===== src/rtl/fetch_unit.sv =====
// Instruction fetch stage: PC register with branch/jump/trap redirect and the IF/ID
// pipeline register, including flush on redirect and a count of delivered instructions.
module fetch_unit #(
  parameter int              XLEN     = 32,
  parameter int              IMEM_AW  = 6,
  parameter logic [XLEN-1:0] RESET_PC = '0,
  parameter logic [XLEN-1:0] TRAP_VEC = XLEN'(32'h0000_0100),
  parameter logic [XLEN-1:0] NOP      = '0
) (
  input  logic               clk,
  input  logic               clrn,
  input  logic               stall,
  input  logic [1:0]         pcsource,
  input  logic [XLEN-1:0]    bpc,
  input  logic [XLEN-1:0]    jpc,
  output logic [IMEM_AW-1:0] imem_addr,
  input  logic [XLEN-1:0]    imem_data,
  output logic [XLEN-1:0]    pc,
  output logic [XLEN-1:0]    pc4,
  output logic [XLEN-1:0]    id_inst,
  output logic [XLEN-1:0]    id_pc,
  output logic [XLEN-1:0]    id_pc4,
  output logic               id_valid,
  output logic               misalign_err,
  output logic [31:0]        fetch_cnt
);

  localparam logic [XLEN-1:0] STEP = XLEN'(4);

  logic [XLEN-1:0] pc_p0;
  logic [XLEN-1:0] pc4_p0;
  logic [XLEN-1:0] next_pc;
  logic            redirect;
  logic            misalign;

  logic [XLEN-1:0] inst_p1;
  logic [XLEN-1:0] pc_p1;
  logic [XLEN-1:0] pc4_p1;
  logic            vld_p1;
  logic            mis_p1;
  logic [31:0]     cnt_p1;

  assign pc4_p0    = pc_p0 + STEP;
  assign imem_addr = pc_p0[IMEM_AW+1:2];

  // Next-PC selection; a redirect outranks stall, and a misaligned target traps.
  always_comb begin
    redirect = (pcsource != 2'b00);
    misalign = 1'b0;
    next_pc  = TRAP_VEC;
    case (pcsource)
      2'b00:   next_pc = stall ? pc_p0 : pc4_p0;
      2'b01:   next_pc = bpc;
      2'b10:   next_pc = jpc;
      default: next_pc = TRAP_VEC;
    endcase
    if ((pcsource == 2'b01 || pcsource == 2'b10) && next_pc[1:0] != 2'b00) begin
      misalign = 1'b1;
      next_pc  = TRAP_VEC;
    end
  end

  // Stage p0: program counter.
  always_ff @(posedge clk or negedge clrn) begin
    if (!clrn) begin
      pc_p0 <= RESET_PC;
    end else begin
      pc_p0 <= next_pc;
    end
  end

  // Stage p1: IF/ID register; a redirect squashes the wrong-path fetch.
  always_ff @(posedge clk or negedge clrn) begin
    if (!clrn) begin
      inst_p1 <= NOP;
      pc_p1   <= RESET_PC;
      pc4_p1  <= RESET_PC + STEP;
      vld_p1  <= 1'b0;
      mis_p1  <= 1'b0;
      cnt_p1  <= '0;
    end else begin
      mis_p1 <= misalign;
      if (redirect) begin
        inst_p1 <= NOP;
        pc_p1   <= pc_p0;
        pc4_p1  <= pc4_p0;
        vld_p1  <= 1'b0;
      end else if (!stall) begin
        inst_p1 <= imem_data;
        pc_p1   <= pc_p0;
        pc4_p1  <= pc4_p0;
        vld_p1  <= 1'b1;
        cnt_p1  <= cnt_p1 + 32'd1;
      end
    end
  end

  assign pc           = pc_p0;
  assign pc4          = pc4_p0;
  assign id_inst      = inst_p1;
  assign id_pc        = pc_p1;
  assign id_pc4       = pc4_p1;
  assign id_valid     = vld_p1;
  assign misalign_err = mis_p1;
  assign fetch_cnt    = cnt_p1;

endmodule


===== config.mk =====
export PLATFORM = sky130hd
export DESIGN_NAME = fetch_unit
export DESIGN_NICKNAME = d
export VERILOG_FILES = /design/src/rtl/fetch_unit.sv
export SDC_FILE = /design/constraint.sdc
export NUM_CORES = 1
export LEC_CHECK = 0
export ABC_AREA = 1
export CAP_MARGIN = 20
export CORE_UTILIZATION = 30
export DETAILED_ROUTE_END_ITERATION = 10
export GPL_ROUTABILITY_DRIVEN = 1
export PLACE_DENSITY = 0.59
export SYNTH_ARGS = -nofsm -noshare
export SYNTH_HDL_FRONTEND = slang
export SYNTH_SLANG_ARGS = --single-unit

===== constraint.sdc =====
create_clock -name clk -period 3.3 [get_ports clk]
set_input_delay 0.99 -clock clk [delete_from_list [all_inputs] [get_ports clk]]
set_output_delay 0.99 -clock clk [all_outputs]
set_load 0.01 [all_outputs]

==> results.py <==
metrics = {
    "run_status": {
        "status": "finished, final reports clean",
    },
    "logic_synthesis": {
        "yosys.area.top_type": "dfrtp_1",
        "synthCells": 977,
        "ys_seq_area_frac": 0.491,
        "synth_edf_count": 0,
        "yosysWarningCount": 0,
        "syn-cell-area_um2": 8160,
        "ys_ff_latch": 160,
        "ys_types": 39,
        "synth_area_leaders": "dfrtp_1 49%, nand2_1 16%, a22o_1 6.1%",
        "yosys-top-cells-count": "342 x nand2_1, 159 x dfrtp_1, 85 x inv_1, 65 x nor2_1, 57 x a22o_1",
        "avgSynthCellArea_um2": 8.35,
        "ys.flop_type": "dfrtp_1",
        "async_flop_share": 1.00,
        "yosys.area.top_type_share": 0.488,
        "syn_nets": 1084,
        "synth.most_common_cell": "nand2_1",
    },
    "final_layout": {
        "area_delta_synth_final_pct": 52.9,
        "n_antenna_cell": 0,
        "final_cells": 1650,
        "fillerInstances": 2543,
        "design_area_um2": 12500,
        "drive_gt1_frac": 0.126,
        "final_nets": 1409,
        "postLayoutCoreUtil": 0.473,
    },
    "critical_path": {
        "worstPathArrival_ps": 2240,
        "worstPathRequired_ps": 2310,
        "start_kind": "flip-flop",
        "cp_max_fo": 4,
        "endpoint_kind": "primary output",
        "worstSetupPathType": "flip-flop to primary output",
    },
    "grt": {
        "grtUsageTotal": 0.209,
        "grt_max_degree": 57,
        "globalRouteOverflowTotal": 0,
        "antenna_found_initial": 0,
        "grt_pass1_wl_um": 44800,
        "grt_pass1_vias": 7604,
    },
    "detailed_routing": {
        "ant_nets": 0,
        "wl_per_cell_um": 17.3,
        "vias": 7688,
        "drtIter0Drc": 508,
        "first_pass_iters": 4,
        "drc": 0,
        "via_per_inst": 4.66,
        "wl_um": 28500,
    },
    "floorplanning": {
        "design.core.area_um2": 26400,
        "die_h_um": 167,
        "fp.dieArea_um2": 27900,
        "num_io_pins": 301,
        "row_count": 59,
        "start_util": 0.310,
        "die_w_um": 167,
    },
    "sta": {
        "slew_headroom": 0.615,
        "fin_tns_setup_ps": 0,
        "max_freq_ghz": 0.310,
        "report.final.slew_viol_count": 0,
        "min_period_over_period": 0.978,
        "clock_skew_ps": 16.4,
        "rsz0062_at_grt": "true",
        "finalSetupViolCount": 0,
        "timing.final.crit_period_ps": 3230,
        "tightestPinTransition_ps": 577,
        "final_hold_viol_count": 0,
    },
    "place": {
        "dpl.cell_count": 1607,
        "gp_congestion": 0.873,
        "place_hpwl_um": 21900,
        "placed_area_um2": 11700,
        "portBuffers": 300,
    },
    "power_and_ir_drop": {
        "pwr_density_cell_nw_per_um2": 449,
        "p_total_mw": 5.60,
        "p_leak_nw": 5.92,
        "irDropWorstVdd_v": 0.000315,
    },
    "clock_tree": {
        "cts_hold_buf": 0,
        "cts_buffer_depth": 2,
        "insertion_delay_ps": 430,
        "cts.clk_slew.worst_paths_ps": 70,
        "cts_tree": "built",
        "clockRootBuffer": "clkbuf_16",
        "clock-sinks": 160,
        "cts_max_level": 4,
        "numCtsBuffers": 17,
    },
    "flow_run": {
        "cap_violations": 0,
    },
    "min_path": {
        "min_path_type": "flip-flop to flip-flop",
    },
}
## cell families after synthesis
kind of cell | share of synthesized area
AND/OR/NAND/NOR | 0.286
flip-flops | 0.491
buffers and inverters | 0.0706
AO/OA/AOI/OAI | 0.0937
XOR/XNOR | 0.0495
adder cells (fa/ha/maj) | 0.00920
## stage by stage
step / worst slack [ps] / hold WS (ps)
2_1_floorplan: 928 / 495
3_3_place_gp: 212 / 454
3_5_place_dp: 156 / 457
4_1_cts: 1.45 / 474
5_1_grt: -57.0 / 496
6_report: 72.3 / 472
## layout by cell type, fill, tap and decap left out, types with 3 or more instances in the layout
cell type        Yosys  routed
a21oi_1              3       3
a22o_1              57      57
a31oi_1              8       8
and2_1               7       6
buf_12               0       4
buf_4               13      48
clkbuf_16            0      17
clkdlybuf4s50_1      0     280
dfrtp_1            159     141
dfrtp_2              0      18
dlygate4sd2_1        0      12
dlymetal6s2s_1       0       6
ha_1                 6       5
inv_1               85      85
inv_6                0       6
nand2_1            342     338
nand2_2             12      16
nand3_1             51      51
nand3b_1             4       4
nand4_1              7       7
nor2_1              65      62
nor2_2              10      11
nor2_4              10      12
nor3_1              11      11
o21ai_0             29      29
o22ai_1              3       3
xnor2_1             19      19
xor2_1              16      16
xor2_2               6       6
## critical path, stage by stage, from the launching register on
cell,delay (ps)
dfrtp_2,410
ha_4,160
nand2_1,90
nor2_4,140
nand2_2,130
xor2_1,160
buf_4,150
inv_1,50
clkdlybuf4s50_1,530
## power breakdown
group | total, mW | internal, mW | leakage (nW) | switching (mW)
clock network | 2.06 | 1.16 | 0.293 | 0.892
registers | 2.30 | 2.13 | 2.10 | 0.172
logic | 1.25 | 0.648 | 3.53 | 0.598
total | 5.60 | 3.94 | 5.92 | 1.66
## path summary, 6_finish.rpt
check | startpoint | end | slack (ps) | cells after the start
max in group asynchronous | clrn | pc[22] | 1970 | 2
worst min-delay path | id_pc[26] | id_pc[26] | 470 | 2
worst max register to register | pc[2] | pc[28] | 1530 | 13
worst min register to register | id_pc[26] | id_pc[26] | 470 | 2
worst max-delay path | pc[2] | pc4[10] | 70 | 8
min in group asynchronous | clrn | pc[1] | 520 | 1
## registers in the layout, summed over array words and instances (netlist names)
| signal | cells |
|---|---|
| id_pc | 32 |
| pc | 32 |
| fetch_cnt | 32 |
| id_inst | 32 |
| id_valid | 1 |
| id_pc4 | 30 |
| misalign_err | 1 |
## cell type report
| class | count | area [µm²] | share of cell area |
|---|---|---|---|
| inverter | 89 | 339 | 0.0272 |
| tap | 335 | 419 | 0.0336 |
| timing repair buffer | 352 | 3440 | 0.276 |
| clock inverter | 14 | 168 | 0.0134 |
| sequential | 160 | 4030 | 0.323 |
| clock buffer | 18 | 439 | 0.0352 |
| multi-input combinational | 682 | 3640 | 0.292 |
## timing repair
| action | CTS | global route |
|---|---|---|
| resized for setup | 37 | 16 |
| pin swaps | 4 | 2 |
| setup endpoints to repair | 23 | 9 |
| setup buffers | 9 | 2 |
## layer usage
layer | vias to the layer above | track usage | share of wire
met2 | 240 | 0.341 | 0.47
met4 | 0 | 0.0680 | 0.022
met1 | 3653 | 0.263 | 0.44
met3 | 33 | 0.0606 | 0.070
met5 | - | 0 | 0
li1 | 3762 | - | -
(Power assumes the default switching activity.)
